File: config.mk
export PLATFORM = sky130hd
export DESIGN_NAME = monitor_slot_if
export DESIGN_NICKNAME = d
export VERILOG_FILES = /design/src/rtl/monitor_slot_pkg.sv /design/src/rtl/monitor_slot_irq.sv /design/src/rtl/monitor_slot_if.sv
export SDC_FILE = /design/constraint.sdc
export NUM_CORES = 1
export LEC_CHECK = 0
export CELL_PAD_IN_SITES_DETAIL_PLACEMENT = 1
export CELL_PAD_IN_SITES_GLOBAL_PLACEMENT = 1
export CORE_MARGIN = 3
export CORE_UTILIZATION = 44
export CTS_CLUSTER_DIAMETER = 200
export DETAILED_ROUTE_END_ITERATION = 8
export MAX_ROUTING_LAYER = met4
export PLACE_DENSITY_LB_ADDON = 0.1
export SETUP_SLACK_MARGIN = 0.5
export SLEW_MARGIN = 20
export SYNTH_ARGS = -nofsm -noshare
export SYNTH_HDL_FRONTEND = slang
export SYNTH_HIERARCHICAL = 1
export SYNTH_SLANG_ARGS = --single-unit
File: constraint.sdc
create_clock -name clk_50mhz_in -period 3.1 [get_ports clk_50mhz_in]
set_clock_uncertainty 0.1 [all_clocks]
set_input_delay 0.62 -clock clk_50mhz_in [delete_from_list [all_inputs] [get_ports clk_50mhz_in]]
set_output_delay 0.62 -clock clk_50mhz_in [all_outputs]
set_load 0.02 [all_outputs]
File: src/rtl/monitor_slot_pkg.sv
// monitor_slot_pkg: FSM states, bus command/register codes and default serial bytes for monitor_slot_if
package monitor_slot_pkg;
  typedef enum logic [2:0] {IDLE, GET_REG, INIT_REG, INIT_DATA, SUB_REG, SUB_DATA, WAIT_NEXT} state_t;
  typedef enum logic [1:0] {SEL_ID, SEL_VIDEO, SEL_SERIAL} sel_t;
  localparam logic [7:0] CMD_GET = 8'hFF;
  localparam logic [7:0] CMD_INIT = 8'h10;
  localparam logic [3:0] N_ID = 4'h0;
  localparam logic [3:0] N_VIDEO = 4'h1;
  localparam logic [3:0] N_SERIAL = 4'h3;
  localparam logic [7:0] REG_SLOT = 8'h03;
  localparam logic [7:0] REG_IRQ_ST = 8'h41;
  localparam logic [7:0] REG_IRQ_MASK = 8'h42;
  localparam logic [7:0] REG_CSPACE = 8'h00;
  localparam logic [7:0] REG_VCTRL = 8'h10;
  localparam logic [7:0] CS_RGB = 8'h04;
  localparam logic [7:0] SERIAL_PAD = 8'h30;
  localparam logic [7:0] READ_NONE = 8'hFF;
  localparam logic [15:0][7:0] SERIAL_DEF = {{9{8'h30}}, 8'h31, 8'h34, 8'h32, 8'h30, 8'h32, 8'h53, 8'h4D};
endpackage

File: src/rtl/monitor_slot_irq.sv
// monitor_slot_irq: interrupt pending/mask registers with write-1-to-clear and video-format change detection
module monitor_slot_irq
  import monitor_slot_pkg::*;
#(
  parameter int NUM_IRQ = 8,
  parameter int FMT_W = 8
) (
  input  logic               clk,
  input  logic               rst,
  input  logic [NUM_IRQ-1:0] irq_set,
  input  logic [FMT_W-1:0]   video_format,
  input  logic               wr_status,
  input  logic               wr_mask,
  input  logic [7:0]         wdata,
  output logic [7:0]         status,
  output logic [7:0]         mask_rd,
  output logic               int_x
);
  logic [NUM_IRQ-1:0] pending, mask, fmt_vec;
  logic [FMT_W-1:0] fmt_s, fmt_p, fmt_q;
  logic fmt_evt;
  assign fmt_evt = (fmt_s == fmt_p) && (fmt_s != fmt_q);
  assign fmt_vec = NUM_IRQ'(fmt_evt) << 5;
  assign status = ~8'(pending);
  assign mask_rd = 8'(mask);
  assign int_x = ~|(pending & mask);
  // new sets win over a same-cycle clear; a format counts once it has been seen twice in a row
  always_ff @(posedge clk) begin
    if (rst) begin
      fmt_s <= '0;
      fmt_p <= '0;
      fmt_q <= '0;
      pending <= '0;
      mask <= '1;
    end else begin
      fmt_s <= video_format;
      fmt_p <= fmt_s;
      if (fmt_evt) fmt_q <= fmt_s;
      pending <= (pending & ~(wr_status ? wdata[NUM_IRQ-1:0] : '0)) | irq_set | fmt_vec;
      if (wr_mask) mask <= wdata[NUM_IRQ-1:0];
    end
  end
endmodule

File: src/rtl/monitor_slot_if.sv
// monitor_slot_if: slot bus slave with init/ID/video/serial registers; MONITOR_SLOT_IF_TIMEOUT_EN adds a stall watchdog
module monitor_slot_if
  import monitor_slot_pkg::*;
#(
  parameter logic [7:0] ID_VALUE = 8'h88,
  parameter int SERIAL_LEN = 7,
  parameter int NUM_IRQ = 8,
  parameter int FMT_W = 8,
  parameter int TIMEOUT_CYC = 50000
) (
  input  logic               clk_50mhz_in,
  input  logic               reset,
  input  logic               clk_rw,
  input  logic               ax_d,
  input  logic               r_wx,
  input  logic               slot_x_int_x,
  input  logic [7:0]         data_in_x,
  input  logic [NUM_IRQ-1:0] irq_set,
  input  logic [FMT_W-1:0]   video_format,
  output logic [7:0]         data_out,
  output logic               data_oe_x,
  output logic               int_x,
  output logic               rgb_comp_x,
  output logic               int_ext_x,
  output logic               video_oe_x,
  output logic               hd_sd_x
);
  if (SERIAL_LEN < 1 || SERIAL_LEN > 16 || NUM_IRQ < 1 || NUM_IRQ > 8 || TIMEOUT_CYC < 1) begin : g_param_check
    $error("monitor_slot_if: parameter out of range");
  end
  state_t state, state_nxt;
  sel_t sel, sel_nxt;
  logic [11:0] sync1, sync2;
  logic rw_q, samp, ax_s, rd_s, slot_s, addr_cyc, data_cyc, sel_ok, wd_exp;
  logic data_oe, video_oe, oe_nxt, wr_init, wr_sub, wr_status, wr_mask;
  logic [7:0] data_in, reg_addr, rd_val, init_val, vid_val, ser_val, status, mask_rd;
  logic [3:0] slot_no;
  assign {ax_s, rd_s, slot_s} = sync2[10:8];
  assign data_in = ~sync2[7:0];
  assign addr_cyc = samp & ~ax_s;
  assign data_cyc = samp & ax_s;
  assign sel_ok = data_in[3:0] inside {N_ID, N_VIDEO, N_SERIAL};
  assign sel_nxt = data_in[3:0] == N_VIDEO ? SEL_VIDEO : data_in[3:0] == N_SERIAL ? SEL_SERIAL : SEL_ID;
  assign data_oe_x = ~(data_oe & rd_s & ax_s & ~reset);
  assign video_oe_x = ~video_oe;
  assign hd_sd_x = ~(video_format == FMT_W'(1) || video_format == FMT_W'(2));
  // bus inputs cross into clk domain; a cycle is taken one clock after the strobe's rising edge
  always_ff @(posedge clk_50mhz_in) begin
    if (reset) begin
      sync1 <= '0;
      sync2 <= '0;
      rw_q <= 1'b0;
      samp <= 1'b0;
    end else begin
      sync1 <= {clk_rw, ax_d, r_wx, slot_x_int_x, data_in_x};
      sync2 <= sync1;
      rw_q <= sync2[11];
      samp <= sync2[11] & ~rw_q;
    end
  end
`ifdef MONITOR_SLOT_IF_TIMEOUT_EN
  localparam int WD_W = $clog2(TIMEOUT_CYC + 1);
  logic [WD_W-1:0] wd_cnt;
  assign wd_exp = wd_cnt == WD_W'(TIMEOUT_CYC - 1);
  // counts strobe-free cycles while a transfer is open
  always_ff @(posedge clk_50mhz_in) begin
    if (reset || samp || state == IDLE) wd_cnt <= '0;
    else if (!wd_exp) wd_cnt <= wd_cnt + 1'b1;
  end
`else
  assign wd_exp = 1'b0;
`endif
  // state register
  always_ff @(posedge clk_50mhz_in) state <= reset ? IDLE : state_nxt;
  // transfer sequencing: address cycles open or abort transfers, data cycles advance them
  always_comb begin
    state_nxt = state;
    if (addr_cyc)
      state_nxt = (data_in == CMD_GET && rd_s) ? GET_REG :
                  (data_in == CMD_INIT && !rd_s && !slot_s && state == IDLE) ? INIT_REG : IDLE;
    else if (data_cyc)
      case (state)
        GET_REG:  state_nxt = (data_in[7:4] == slot_no && sel_ok) ? SUB_REG : WAIT_NEXT;
        INIT_REG: state_nxt = rd_s ? INIT_REG : INIT_DATA;
        SUB_REG:  state_nxt = rd_s ? SUB_REG : SUB_DATA;
        default:  state_nxt = state;
      endcase
    else if (wd_exp)
      state_nxt = IDLE;
  end
  // read mux and write strobes for the cycle being sampled
  always_comb begin
    wr_init = data_cyc && !rd_s && state == INIT_DATA;
    wr_sub = data_cyc && !rd_s && state == SUB_DATA && sel == SEL_VIDEO;
    wr_status = wr_init && reg_addr == REG_IRQ_ST;
    wr_mask = wr_init && reg_addr == REG_IRQ_MASK;
    oe_nxt = data_cyc && rd_s && (state == INIT_DATA || state == SUB_REG || state == SUB_DATA);
    ser_val = reg_addr < 8'(SERIAL_LEN) ? SERIAL_DEF[reg_addr[3:0]] : SERIAL_PAD;
    init_val = reg_addr == REG_IRQ_ST ? status : reg_addr == REG_IRQ_MASK ? mask_rd : READ_NONE;
    vid_val = reg_addr == REG_CSPACE ? (rgb_comp_x ? 8'h00 : CS_RGB) :
              reg_addr == REG_VCTRL ? {4'h0, video_oe, 2'b00, int_ext_x} : READ_NONE;
    rd_val = state == INIT_DATA ? init_val : sel == SEL_ID ? ID_VALUE : sel == SEL_SERIAL ? ser_val : vid_val;
  end
  // read data, drive enable, latched selection/register address and slot/video controls
  always_ff @(posedge clk_50mhz_in) begin
    if (reset) begin
      data_out <= READ_NONE;
      data_oe <= 1'b0;
      slot_no <= '0;
      sel <= SEL_ID;
      reg_addr <= '0;
      rgb_comp_x <= 1'b0;
      int_ext_x <= 1'b0;
      video_oe <= 1'b1;
    end else begin
      if (samp) begin
        data_out <= oe_nxt ? rd_val : READ_NONE;
        data_oe <= oe_nxt;
      end else if (wd_exp) data_oe <= 1'b0;
      if (data_cyc && !rd_s && (state == INIT_REG || state == SUB_REG)) reg_addr <= data_in;
      if (data_cyc && state == GET_REG) sel <= sel_nxt;
      if (wr_init && reg_addr == REG_SLOT) slot_no <= data_in[3:0];
      if (wr_sub && reg_addr == REG_CSPACE) rgb_comp_x <= data_in != CS_RGB;
      if (wr_sub && reg_addr == REG_VCTRL) begin
        int_ext_x <= data_in[0];
        video_oe <= data_in[3];
      end
    end
  end
  monitor_slot_irq #(.NUM_IRQ(NUM_IRQ), .FMT_W(FMT_W)) u_irq (
    .clk(clk_50mhz_in),
    .rst(reset),
    .irq_set(irq_set),
    .video_format(video_format),
    .wr_status(wr_status),
    .wr_mask(wr_mask),
    .wdata(data_in),
    .status(status),
    .mask_rd(mask_rd),
    .int_x(int_x)
  );
endmodule

# Word level (Yosys, flattened, before mapping)
# Memories as Yosys holds them, arrays and structs flattened. A register that Yosys moved wholly into a read port is not among the register bits.
# Index checks and enable logic that the tools add are counted.
totals:
  register_bits: 95
  mem_bits_ro: 128
  wordCells: 120
  mem_count: 1
op_classes:
  n_lt_le_gt_ge: 2
  n_eq_ne: 21
  muxes: 24
  bitwise: 19
  reduce_logical: 35
mem_list:
  columns: ["name", "depth", "width", "rd", "rd_ports_with_merged_regs", "wr", "line", "source"]
  rows:
  - ["(no name shown)", 16, 8, 1, 1, 0, "monitor_slot_if.sv:98", "ser_val = reg_addr < 8'(SERIAL_LEN) ? SERIAL_DEF[reg_addr[3:0]] : SERIAL_PAD;"]
op_table:
  columns: ["cell", "count"]
  rows:
  - ["2-to-1 mux 8 bit", 11]
  - ["NOT 8 bit", 3]
  - ["logical AND 1 bit", 19]
  - ["bitwise AND 8 bit", 2]
  - ["== test 8 x 2 -> 1 bit (second input constant)", 2]
  - ["== test 8 x 5 -> 1 bit (second input constant)", 2]
  - ["== test 8 x 7 -> 1 bit (second input constant)", 2]
  - ["2-to-1 mux 2 bit", 5]
  - ["2-to-1 mux 3 bit", 3]
  - ["one-hot mux 3 bit (3 select lines)", 1]
  - ["== test 8 x 1 -> 1 bit (second input constant)", 1]
  - ["== test 8 bit", 1]
  - ["== test 8 bit (second input constant)", 1]
  - ["zero test 8 bit", 1]
  - ["< comparator 8 x 3 -> 1 bit (second input constant)", 1]
  - ["2-to-1 mux 4 bit", 2]
  - ["!= test 8 x 3 -> 1 bit (second input constant)", 1]
  - ["!= test 8 bit", 1]
  - ["OR 8 x 6 -> 8 bit", 1]
  - ["OR 8 bit", 1]
  - ["OR reduction 8 bit", 1]
  - ["bitwise AND 1 bit", 6]
  - ["== test 3 x 2 -> 1 bit (second input constant)", 2]
  - ["== test 3 bit (second input constant)", 2]
  - ["18 further kinds", 29]

# Logic depth before layout (Yosys ltp)
logic_depth:
  depth_word: 9
  ltp_mapped: 9
  ltp_nobuf: 7

# By module
# The synthesis kept the hierarchy.
by_module_without_submodules:
  columns: ["module", "instances", "cells_each", "area_per_inst_um2", "seq_area_each_um2"]
  rows:
  - ["monitor_slot_if", 1, 324, 2880.3, 1241.2]
  - ["monitor_slot_irq", 1, 152, 1577.8, 800.8]

# Worst setup path after synthesis
# OpenSTA, ideal clock, no wires.
synth_path:
  path_kind: "reg-to-reg"
  startpoint: "register reg_addr[4]"
  endpoint: "register u_irq.mask[0] (netlist: u_irq/mask_rd[0])"
  setup_time_ns: 0.120
  t_arrival_ns: 2.165
  path_slack_ns: 0.716
  stages_incl_launch_ff: 8
  synth_period_minus_slack_ns: 2.384
  path_cell_list: "dfxtp_1 > clkbuf_1 > nor4b_2 > nand2_1 > nor3_1 > clkbuf_1 > nor2b_1 > a211o_1"
synth_between:
  elab_chain_len: 2
synth_lines:
  columns: ["element", "line", "source"]
  rows:
  - ["start, declared", "monitor_slot_if.sv:36", "logic [7:0] data_in, reg_addr, rd_val, init_val, vid_val, ser_val, status, mask_rd;"]
  - ["start signal, assigned", "monitor_slot_if.sv:120", "if (data_cyc && !rd_s && (state == INIT_REG || state == SUB_REG)) reg_addr <= data_in;"]
  - ["== test 8 x 7 -> 1 bit", "monitor_slot_if.sv:96", "wr_mask = wr_init && reg_addr == REG_IRQ_MASK;"]
  - ["logical AND 1 bit", "monitor_slot_if.sv:96", null]
  - ["named net wr_mask", "monitor_slot_if.sv:35", "logic data_oe, video_oe, oe_nxt, wr_init, wr_sub, wr_status, wr_mask;"]
  - ["end signal, assigned", "monitor_slot_irq.sv:40", "if (wr_mask) mask <= wdata[NUM_IRQ-1:0];"]
  - ["end, declared", "monitor_slot_irq.sv:19", "logic [NUM_IRQ-1:0] pending, mask, fmt_vec;"]
# The timed path passes the listed nets, and every way through them passes these cells.
# A chain may end at the register's enable or synchronous reset.

# Worst setup path after layout
layout_path:
  startpoint: "input video_format[1]"
  endpoint: "output hd_sd_x"
layout_between:
  elab_chain_len: 3
  elab_cells_between_ends: 4
  cone_classes: "eq/ne (2); bitwise (1); reduce/logical (1)"
layout_lines:
  columns: ["element", "line", "source"]
  rows:
  - ["start, declared", "monitor_slot_if.sv:19", "input logic [FMT_W-1:0] video_format,"]
  - ["== test 8 x 1 -> 1 bit / == test 8 x 2 -> 1 bit (equally long branches)", "monitor_slot_if.sv:46", "assign hd_sd_x = ~(video_format == FMT_W'(1) || video_format == FMT_W'(2));"]
  - ["logical OR 1 bit *", "monitor_slot_if.sv:46", null]
  - ["NOT 1 bit *", "monitor_slot_if.sv:46", null]
  - ["end, declared", "monitor_slot_if.sv:26", "output logic hd_sd_x"]
# Every way passes the cells marked *; elsewhere a longest branch is shown, timed or not.

==> run_results.csv <==
group,metric,value,unit
run_status,status,"finished, final reports clean",
yosys,synth_area,4460,um2
min_path,hp-class,"reg -> reg",
clock_network,clockBufferDepth,2,
timing,grt_setup_unrepaired,"no",
yosys,synthXorXnorAreaFrac,0.0472,
die,row_count,36,
detailed_routing,vias,3575,
detailed_routing,antenna_left,0,
timing,tightest_slew,0.714,ns
setup_path,path_max_fanout,2,
clock_network,cts.htree.levels,3,
clock_network,clock-sinks,102,
setup_path,critPathMaxStageDelay,0.53,ns
yosys,synth_top_family_by_area,"simple AND/OR/NAND/NOR gates",
die,die_y,107,um
detailed_routing,wire_per_inst,17.2,um
yosys,synth_compound_area_frac,0.156,
setup_path,slowest_stage,"clkdlybuf4s50_1",
timing,hold_viol,0,
clock_network,root_buffer,"clkbuf_8",
die,io_pins,44,
pwr,power_density,450,nW/um2
yosys,yosys.area_share.simple,0.252,
yosys,syn_avg_cell_area,9.37,um2
setup_path,critical_path.cell_chain,"clkdlybuf4s50_1 -> xor2_2 -> nand3_1 -> dlygate4sd2_1",
yosys,synth.distinct_cells,57,
global_route,grt_pass1_wl,18400,um
yosys,synthFlopType,"dfxtp_1",
setup_path,cp-start-kind,"primary input",
timing,period_minus_slack,2.49,ns
setup_path,worstPathRequired,2.38,ns
layout,final_common_cell,"dfxtp_1",
setup_path,critPathCaptureType,"output port",
layout,fin_cells,651,
timing,max_freq,402,MHz
setup_path,arrival,1.77,ns
yosys,muxShareOfSynthArea,0.0331,
timing,setup_viol,0,
pwr,leakagePower,1.88,nW
pwr,vdd_drop_max,0.000316,V
placed_design,dp_cells,635,
placed_design,hpwl,7960,um
yosys,synth_edf_count,0,
die,core_area,9820,um2
clock_network,cts_tree,"done",
timing,period_share,0.803,
detailed_routing,dr.first_iter.drc_count,131,
timing,slew-limit-headroom,0.520,
timing,slew_viol_final,0,
yosys,syn_nets,509,
placed_design,place_congestion,0.830,
layout,final_nets,546,
detailed_routing,post-route-drc-count,0,
layout,layout_common_cells,"dfxtp_1, nor2b_1, clkdlybuf4s50_1",
global_route,track_usage,0.212,
die,die_w,107,um
layout,multi_input_area,2240,um2
global_route,grt_antenna_before_repair,0,
layout,drive_gt1_frac,0.108,
yosys,ys_ff_latch,102,
yosys,synthCells,476,
clock_network,cts_buffers,9,
detailed_routing,wirelength,11200,um
setup_path,worstSetupPathType,"in -> out",
timing,fin_setup_tns,0,ns
flow_run,maxCapViolations,0,
global_route,grt-ovfl-total,0,
layout,fillers,1143,
layout,antennaDiodeCount,0,
global_route,grt_max_degree,53,
detailed_routing,via_per_inst,5.49,
yosys,synth-adder-area-share,0.00842,
yosys,ys_seq_area_frac,0.458,
global_route,grt_pass1_vias,3570,
yosys,async_reset_ff_frac,0,
die,die-area,11400,um2
placed_design,portBuffers,43,
die,start_util,0.454,
clock_network,clock_latency,0.38,ns
layout,seqCellArea,2050,um2
layout,fin_util,0.532,
layout,area_growth_syn_to_layout,17.3,%
detailed_routing,drtPass1Iterations,4,
clock_network,path_clk_slew,0.10,ns
yosys,yosys_warnings,6,
layout make-up:
class	count	share of cell area
multi-input cells	323	0.429
flip-flops and latches	102	0.391
repair buffers	52	0.0940
well taps	133	0.0318
clock buffers	10	0.0263
inverters	25	0.0179
clock inverters	6	0.00981
through the flow:
stage	hold WS [ns]	worst slack (ns)	cell area, um2	total power, mW
final	0.290	0.610	5230	2.35
after global routing	0.306	0.503	5230	2.46
after CTS	0.295	0.538	5200	2.39
after detailed placement	0.280	0.338	5010	1.56
after global placement	0.273	0.342	5010	1.55
after floorplan	0.267	0.716	4460	1.49
report_power, final:
group	total (mW)	internal [mW]	leakage (nW)	switching, mW
sequential	1.38	1.34	0.836	0.0328
combinational	0.152	0.0808	0.941	0.0717
clock	0.823	0.329	0.0996	0.494
total	2.35	1.75	1.88	0.598
cell usage after synthesis (4+ instances only):
cell type	count	share of area
nor3_1	15	0.017
nand4_1	7	0.0098
nor2_1	28	0.024
a21oi_1	24	0.027
nor2b_1	59	0.083
o211ai_1	8	0.013
inv_1	25	0.021
xor2_1	11	0.022
nand3_1	9	0.010
and4_1	4	0.0079
a22oi_1	4	0.0067
nand2b_1	4	0.0056
a211o_1	10	0.020
buf_2	4	0.0045
nor4_1	5	0.0070
mux2i_1	5	0.011
o21ai_0	12	0.013
dfxtp_1	102	0.46
or2_2	4	0.0056
nand2_1	16	0.013
clkbuf_1	19	0.016
nor3b_1	11	0.019
mux2_2	6	0.015
a31oi_1	9	0.013
xnor2_1	13	0.026
a211oi_1	11	0.019
flip-flops by register name, summed over array words and instances (netlist names), 2 cells and up, named ones only:
signal and flops:
data_out 8, slot_no 4, sel 2, sync2 12, u_irq/fmt_s 8, u_irq/fmt_q 8
u_irq/pending 8, reg_addr 8, u_irq/mask_rd 8, state 3, u_irq/fmt_p 8, sync1 12
what timing repair did:
action                     in CTS  in global routing
hold buffers                    0                  0
gates cloned                    0                  0
setup endpoints to repair       1                 10
gates resized for setup         1                  7
setup buffers                   0                  0
worst max-delay path: cells and delay by family:
| kind | cells | cell delay, ns |
|---|---|---|
| XOR/XNOR | 1 | 0.18 |
| buffers and inverters | 2 | 0.87 |
| AND/OR/NAND/NOR | 1 | 0.10 |
logic make-up after synthesis:
| family | after synthesis |
|---|---|
| mux | 13 |
| simple gates | 184 |
| xor+xnor | 24 |
| fa+ha+maj | 3 |
| buf+inv | 51 |
| compound gates | 99 |
| flops | 102 |
worst paths after layout:
kind	start	endpoint	slack (ns)	cells past startpoint
max reg2reg	reg_addr[4]	u_irq/mask_rd[5]	0.76	6
min	rw_q	samp	0.29	1
min reg2reg	rw_q	samp	0.29	1
max	video_format[1]	hd_sd_x	0.61	4
per-layer routing:
metal,global-route usage,vias to the layer above,wire length [um]
met1,0.271,1744,5080
met4,0.0493,0,104
met3,0.0433,13,484
li1,-,1753,-
met2,0.347,65,5520
met5,-,-,0
Power figures use the tool's default switching activity.
